--- config.mk ---
export PLATFORM = sky130hd
export DESIGN_NAME = bch_decoder_15_7
export DESIGN_NICKNAME = d
export VERILOG_FILES = /design/src/rtl/bch_pkg.sv /design/src/rtl/bch_chien_search.sv /design/src/rtl/bch_decoder_15_7.sv
export SDC_FILE = /design/constraint.sdc
export NUM_CORES = 1
export LEC_CHECK = 0
export CORE_AREA = 2 2 108 110
export DETAILED_ROUTE_END_ITERATION = 8
export DIE_AREA = 0 0 110 112
export GPL_ROUTABILITY_DRIVEN = 0
export GPL_TIMING_DRIVEN = 0
export PLACE_DENSITY_LB_ADDON = 0.1
export SLEW_MARGIN = 20
export SYNTH_ARGS = -nofsm -noshare
export SYNTH_HDL_FRONTEND = slang
export SYNTH_SLANG_ARGS = --single-unit
--- constraint.sdc ---
create_clock -name clk -period 3.4 [get_ports clk]
set_input_delay 1.02 -clock clk [delete_from_list [all_inputs] [get_ports clk]]
set_output_delay 1.02 -clock clk [all_outputs]
set_load 0.005 [all_outputs]
--- src/rtl/bch_pkg.sv ---
// Shared types, GF(16) arithmetic and FSM state encoding for the BCH(15,7) decoder.
package bch_pkg;

    localparam int unsigned N = 15;
    localparam int unsigned K = 7;
    localparam logic [8:0] GEN_POLY_DEF  = 9'h1D1;
    localparam logic [4:0] PRIM_POLY_DEF = 5'h13;

    typedef logic [3:0] gf16_t;

    typedef enum logic [2:0] {
        StIdle,
        StSynd,
        StLocate,
        StChien,
        StDivide,
        StDone
    } bch_dec_state_e;

    // Shift-and-add multiply; poly holds the low four field-polynomial coefficients.
    function automatic gf16_t gf16_mul(gf16_t a, gf16_t b, gf16_t poly);
        gf16_t p;
        gf16_t x;
        p = '0;
        x = a;
        for (int i = 0; i < 4; i++) begin
            if (b[i]) begin
                p = p ^ x;
            end
            x = x[3] ? ({x[2:0], 1'b0} ^ poly) : {x[2:0], 1'b0};
        end
        return p;
    endfunction

    // Inverse table for x^4+x+1; entry 0 is never used.
    function automatic gf16_t gf16_inv(gf16_t a);
        gf16_t r;
        case (a)
            4'h1: r = 4'h1;
            4'h2: r = 4'h9;
            4'h3: r = 4'hE;
            4'h4: r = 4'hD;
            4'h5: r = 4'hB;
            4'h6: r = 4'h7;
            4'h7: r = 4'h6;
            4'h8: r = 4'hF;
            4'h9: r = 4'h2;
            4'hA: r = 4'hC;
            4'hB: r = 4'h5;
            4'hC: r = 4'hA;
            4'hD: r = 4'h4;
            4'hE: r = 4'h3;
            4'hF: r = 4'h8;
            default: r = 4'h0;
        endcase
        return r;
    endfunction

    // alpha^n, used only for elaboration-time constants.
    function automatic gf16_t gf16_pow_a(int unsigned n, gf16_t poly);
        gf16_t p;
        p = 4'h1;
        for (int unsigned i = 0; i < n; i++) begin
            p = gf16_mul(p, 4'h2, poly);
        end
        return p;
    endfunction

endpackage

--- src/rtl/bch_chien_search.sv ---
// Serial Chien search: evaluates 1 + sig1*x + sig2*x^2 at x = a^-i for i = 0..14.
module bch_chien_search
    import bch_pkg::*;
#(
    parameter logic [4:0] PRIM_POLY = PRIM_POLY_DEF
) (
    input  logic       clk,
    input  logic       rst,
    input  logic       start,
    input  logic [3:0] sig1,
    input  logic [3:0] sig2,
    output logic       root,
    output logic [3:0] idx,
    output logic [1:0] root_cnt
);

    localparam gf16_t POLY = PRIM_POLY[3:0];
    localparam gf16_t A_M1 = gf16_pow_a(14, POLY);  // a^-1
    localparam gf16_t A_M2 = gf16_pow_a(13, POLY);  // a^-2

    logic [3:0] t1_q;
    logic [3:0] t2_q;
    logic [3:0] idx_q;
    logic [1:0] cnt_q;
    logic       busy_q;

    assign root     = busy_q && ((4'h1 ^ t1_q ^ t2_q) == 4'h0);
    assign idx      = idx_q;
    assign root_cnt = cnt_q;

    // Load the locator terms on start, then step them by a^-1 / a^-2 each cycle.
    always_ff @(posedge clk or posedge rst) begin
        if (rst) begin
            t1_q   <= '0;
            t2_q   <= '0;
            idx_q  <= '0;
            cnt_q  <= '0;
            busy_q <= 1'b0;
        end else if (start) begin
            t1_q   <= sig1;
            t2_q   <= sig2;
            idx_q  <= '0;
            cnt_q  <= '0;
            busy_q <= 1'b1;
        end else if (busy_q) begin
            t1_q  <= gf16_mul(t1_q, A_M1, POLY);
            t2_q  <= gf16_mul(t2_q, A_M2, POLY);
            idx_q <= idx_q + 4'd1;
            if (root) begin
                cnt_q <= cnt_q + 2'd1;
            end
            if (idx_q == 4'd14) begin
                busy_q <= 1'b0;
            end
        end
    end

endmodule

--- src/rtl/bch_decoder_15_7.sv ---
// BCH(15,7) t=2 decoder: syndromes, Peterson locator, Chien correction, division by g(x).
module bch_decoder_15_7
    import bch_pkg::*;
#(
    parameter logic [8:0] GEN_POLY         = GEN_POLY_DEF,
    parameter logic [4:0] PRIM_POLY        = PRIM_POLY_DEF,
    parameter bit         PASS_RAW_ON_FAIL = 1'b1
) (
    input  logic        clk,
    input  logic        rst,
    input  logic        in_valid,
    output logic        in_ready,
    input  logic [14:0] cw_in,
    output logic        out_valid,
    input  logic        out_ready,
    output logic [6:0]  msg_out,
    output logic [1:0]  err_cnt,
    output logic        uncorrectable
);

    localparam gf16_t       POLY  = PRIM_POLY[3:0];
    localparam gf16_t       A1    = gf16_pow_a(1, POLY);
    localparam gf16_t       A3    = gf16_pow_a(3, POLY);
    localparam logic [14:0] G_TOP = {GEN_POLY, 6'b0};  // g(x) aligned to bit 14

    bch_dec_state_e state_q, state_d;

    logic [3:0]  cnt_q;
    logic [14:0] r_q;     // working word: corrected in CHIEN, dividend in DIVIDE
    logic [14:0] raw_q;   // uncorrected copy; becomes its own dividend in DIVIDE
    gf16_t       s1_q, s3_q;
    logic [1:0]  exp_q;
    logic        fail_q;
    logic [1:0]  err_q;
    logic [6:0]  q_q, qraw_q;
    logic [6:0]  msg_q;
    logic [1:0]  errcnt_q;
    logic        unc_q;

    gf16_t       sig1, sig2, s1_cube;
    logic [1:0]  loc_exp;
    logic        loc_fail;
    logic        root;
    logic [3:0]  root_idx;
    logic [1:0]  root_cnt;
    logic [1:0]  cnt_final;
    logic        fail_end;
    logic [14:0] r_flip;
    logic [14:0] div_w, raw_w;
    logic [6:0]  div_q, rawq_next;
    logic        bad;

    assign in_ready      = (state_q == StIdle) && !rst;
    assign out_valid     = (state_q == StDone);
    assign msg_out       = msg_q;
    assign err_cnt       = errcnt_q;
    assign uncorrectable = unc_q;

    // Peterson solution for t=2 from the latched syndromes.
    always_comb begin
        s1_cube  = gf16_mul(gf16_mul(s1_q, s1_q, POLY), s1_q, POLY);
        sig1     = s1_q;
        sig2     = '0;
        loc_exp  = 2'd0;
        loc_fail = 1'b0;
        if (s1_q == 4'h0) begin
            loc_fail = (s3_q != 4'h0);
        end else if (s3_q == s1_cube) begin
            loc_exp = 2'd1;
        end else begin
            sig2    = gf16_mul(s3_q, gf16_inv(s1_q), POLY) ^ gf16_mul(s1_q, s1_q, POLY);
            loc_exp = 2'd2;
        end
    end

    bch_chien_search #(
        .PRIM_POLY(PRIM_POLY)
    ) u_chien (
        .clk     (clk),
        .rst     (rst),
        .start   (state_q == StLocate),
        .sig1    (sig1),
        .sig2    (sig2),
        .root    (root),
        .idx     (root_idx),
        .root_cnt(root_cnt)
    );

    // Correction flip for this Chien step and one long-division step for both dividends.
    always_comb begin
        r_flip    = r_q;
        if (root && !fail_q) begin
            r_flip = r_q ^ (15'h0001 << root_idx);
        end
        cnt_final = root_cnt + {1'b0, root};
        fail_end  = fail_q || (cnt_final != exp_q);
        div_w     = (r_q ^ (r_q[14] ? G_TOP : 15'h0000)) << 1;
        div_q     = {q_q[5:0], r_q[14]};
        raw_w     = (raw_q ^ (raw_q[14] ? G_TOP : 15'h0000)) << 1;
        rawq_next = {qraw_q[5:0], raw_q[14]};
        bad       = fail_q || (div_w[14:7] != 8'h00);
    end

    // State register.
    always_ff @(posedge clk or posedge rst) begin
        if (rst) begin
            state_q <= StIdle;
        end else begin
            state_q <= state_d;
        end
    end

    // Next-state sequencing; the phase lengths give a fixed 38-edge latency.
    always_comb begin
        state_d = state_q;
        unique case (state_q)
            StIdle:   if (in_valid) state_d = StSynd;
            StSynd:   if (cnt_q == 4'd0) state_d = StLocate;
            StLocate: state_d = StChien;
            StChien:  if (cnt_q == 4'd0) state_d = StDivide;
            StDivide: if (cnt_q == 4'd0) state_d = StDone;
            StDone:   if (out_ready) state_d = StIdle;
            default:  state_d = StIdle;
        endcase
    end

    // Datapath registers for each decode phase.
    always_ff @(posedge clk or posedge rst) begin
        if (rst) begin
            cnt_q    <= '0;
            r_q      <= '0;
            raw_q    <= '0;
            s1_q     <= '0;
            s3_q     <= '0;
            exp_q    <= '0;
            fail_q   <= 1'b0;
            err_q    <= '0;
            q_q      <= '0;
            qraw_q   <= '0;
            msg_q    <= '0;
            errcnt_q <= '0;
            unc_q    <= 1'b0;
        end else begin
            unique case (state_q)
                StIdle: begin
                    if (in_valid) begin
                        r_q   <= cw_in;
                        raw_q <= cw_in;
                        s1_q  <= '0;
                        s3_q  <= '0;
                        cnt_q <= 4'd14;
                    end
                end
                StSynd: begin
                    s1_q  <= gf16_mul(s1_q, A1, POLY) ^ {3'b000, r_q[cnt_q]};
                    s3_q  <= gf16_mul(s3_q, A3, POLY) ^ {3'b000, r_q[cnt_q]};
                    cnt_q <= cnt_q - 4'd1;
                end
                StLocate: begin
                    exp_q  <= loc_exp;
                    fail_q <= loc_fail;
                    cnt_q  <= 4'd14;
                end
                StChien: begin
                    if (cnt_q == 4'd0) begin
                        // Last step: a root-count mismatch discards all flips.
                        r_q    <= fail_end ? raw_q : r_flip;
                        fail_q <= fail_end;
                        err_q  <= cnt_final;
                        cnt_q  <= 4'd6;
                    end else begin
                        r_q   <= r_flip;
                        cnt_q <= cnt_q - 4'd1;
                    end
                end
                StDivide: begin
                    r_q    <= div_w;
                    raw_q  <= raw_w;
                    q_q    <= div_q;
                    qraw_q <= rawq_next;
                    cnt_q  <= cnt_q - 4'd1;
                    if (cnt_q == 4'd0) begin
                        unc_q    <= bad;
                        errcnt_q <= bad ? 2'd0 : err_q;
                        msg_q    <= !bad ? div_q : (PASS_RAW_ON_FAIL ? rawq_next : 7'h00);
                    end
                end
                StDone: begin
                end
                default: begin
                end
            endcase
        end
    end

endmodule
==> metrics.cfg <==
[synth]
ys.flop_type = dfrtp_1
synth_top_area_cell = dfrtp_1
synth_edf_count = 0
ys_warn_count = 0
synth-compound-area-share = 0.1781
synthMuxAreaShare = 0.05895
syn_inst = 702
ys_ff_latch = 87
synth_top_area_share = 0.3650
async_flop_share = 1.000
postSynthAreaPerCell_sq_um = 8.496
yosys.area_share.simple = 0.1911
synth.top_cells.by_area = dfrtp_1, nand2_1, xnor2_1, ha_1, o21ai_0
synth-adder-area-share = 0.04196
synth_top_family_by_area = simple AND/OR/NAND/NOR gates
synth_nets = 741
post_synth_instance_area_sq_um = 5964
yosys.cell_types.count = 58
synth_xor_area_frac = 0.1158
ys_seq_area_frac = 0.3650

[clock_network]
cts_made_buffers = 9
cts_tree = yes
tritoncts_num_sinks = 87
htreeDepth = 3
cts_max_path_buffers = 2
clk_latency_ns = 0.35
clk_pin_slew_ns = 0.07
postCtsHoldBufs = 0
root_buffer = clkbuf_16

[floorplan]
die_y_microns = 112
row_count = 39
io_pins = 31
core_sq_um = 11170
dieArea_sq_um = 12320
die_width_microns = 110
start_util = 0.5338

[worst_setup_path]
critPathMaxFanout = 10
cp-start-kind = input pin
end_kind = flop
startpoint = in_valid
r2r-start = s1_q[0]$_DFFE_PP0P_
required_ns = 3.58
arrival_ns = 3.47
path_class = in -> reg

[cells_and_area]
antenna_cells = 0
area_growth_pct = 14.73
layout-drive-gt1-share = 0.07867
utilization = 0.6124
final_cell_mix = nand2_1, dfrtp_1, nor2_1
layout_commonest_cell = nand2_1
fin_nets = 784
fillers = 1003

[detailed_routing]
totalWireLength_mm = 15.28
wl_per_cell_microns = 17.11
drtPass1Iterations = 5
viasPerCell = 5.914
drt_iter0_markers = 569
via_count = 5281
drc = 0
postRouteAntennaNets = 0

[global_routing]
grt_max_degree = 52
overflow = 0
grt_use_total = 0.2638
grt_first_pass_wirelength_mm = 25.52
grt_pass1_vias = 5084
antenna_found_initial = 0

[sta]
tightest_slew_ns = 0.8670
post-route-period-util = 0.9675
setup_viol = 0
rsz0062_at_grt = false
finalHoldViolCount = 0
skew_ns = 0.01085
post-route-min-period_ns = 3.290
finalSetupTns_ns = 0
fmax_mhz = 304.0
slew_violations = 0
max-slew-margin-rel = 0.4205

[power]
finalPower_mw = 8.052
p_leak_nw = 2.994
max-vdd-ir-drop_mv = 0.9527
power_density_nw_per_um2 = 1177

[place]
port_buffers = 30
place_hpwl_mm = 11.10

[status]
status = finished, final reports clean

[worst_hold_path]
hold_path_class = reg -> reg
hold_start = q_q[1]$_DFFE_PP0P_

[run]
drv_cap = 0

[final timing paths]
kind	depth (start not counted)	to	slack, ns
max	7	r_q[8]$_DFFE_PP0P_	0.11
min	2	q_q[2]$_DFFE_PP0P_	0.50
max reg2reg	10	u_chien.t2_q[1]$_DFFE_PP0P_	0.30
min reg2reg	2	q_q[2]$_DFFE_PP0P_	0.50
max in group asynchronous	3	r_q[8]$_DFFE_PP0P_	1.69
min in group asynchronous	2	msg_out[6]$_DFFE_PP0P_	1.09
[synth_stat cells, types with 3 or more instances]
cell type  count
buf_2          3
a31oi_1       21
o22a_1         3
ha_1          20
nor3b_1        3
o221ai_1       6
mux2i_1       16
a22oi_1       13
inv_1         20
o32ai_1        3
o22ai_1        3
nor2_1        57
mux4_2         5
xor2_1        19
a32oi_1        4
buf_1          3
nand2_1      139
xnor2_1       48
clkbuf_1      39
mux2_2         5
a221o_1        4
buf_6          3
nand4_1        4
nand2b_1       3
a21oi_1       34
o211ai_1       8
and2_1         5
o31ai_1        7
nor3_1        12
a31o_2         3
dfrtp_1       87
nor2b_1        4
nand3_1       20
and3_1         4
o21ai_0       44
[registers in the layout, indices dropped and copies added, names as in the netlist, 3 cells and up]
| signal | flops |
|---|---|
| raw_q | 15 |
| state_q | 3 |
| s3_q | 4 |
| s1_q | 4 |
| q_q | 6 |
| qraw_q | 6 |
| r_q | 15 |
| u_chien.t1_q | 4 |
| msg_out | 7 |
| u_chien.t2_q | 4 |
| u_chien.idx | 4 |
| cnt_q | 4 |
[per-layer routing]
layer | global-route usage | share of wire
met3 | 0.03747 | 0.054
met5 | 0 | 0
met1 | 0.3688 | 0.46
met4 | 0.08101 | 0.018
met2 | 0.4221 | 0.47
[critical path, stage by stage]
cell	delay (ns)
clkdlybuf4s50_1	0.63
and2_1	0.22
clkbuf_1	0.36
nor2_1	0.22
nand2_1	0.36
clkbuf_1	0.47
a32oi_1	0.19
[area by class of cell]
type	count	area, sq um	area share
buffer	49	220.2	0.03218
clock inverter	6	90.09	0.01317
inverter	21	81.33	0.01189
multi-input combinational	545	3508	0.5127
timing repair buffer	32	347.8	0.05083
clock buffer	10	239.0	0.03492
sequential	87	2177	0.3182
tap	143	178.9	0.02615
[through the flow]
stage          setup slack (ns)  hold WS (ns)  std cells  instance area, sq um
2_1_floorplan            0.1298        0.4451        702                  5964
3_3_place_gp             -1.339        0.4630        875                  6444
3_5_place_dp            -0.4158        0.4687        876                  6474
4_1_cts                 0.02486        0.4863        892                  6817
5_1_grt                 0.04227        0.5226        893                  6843
6_report                 0.1104        0.4951        893                  6843
[power by group]
part	switching, mW	total [mW]	internal (mW)
clock network	0.427	1.10	0.668
logic	2.77	4.98	2.21
registers	0.480	1.97	1.49
total	3.68	8.05	4.37
[logic make-up (layout without fill, tap and decap cells)]
| group | count (synthesis) | count (layout) |
|---|---|---|
| xor+xnor | 72 | 72 |
| flops | 87 | 87 |
| fa+ha+maj | 20 | 20 |
| buf+inv | 70 | 118 |
| simple gates | 262 | 262 |
| mux | 27 | 27 |
| compound gates | 164 | 164 |
[repair_timing]
action,in CTS,in global routing
resized for setup,2,10
pin swaps,0,1
setup buffers,0,1
hold endpoints to repair,0,0
setup endpoints to repair,15,16
No activity file was read; power rests on OpenSTA's default activity.
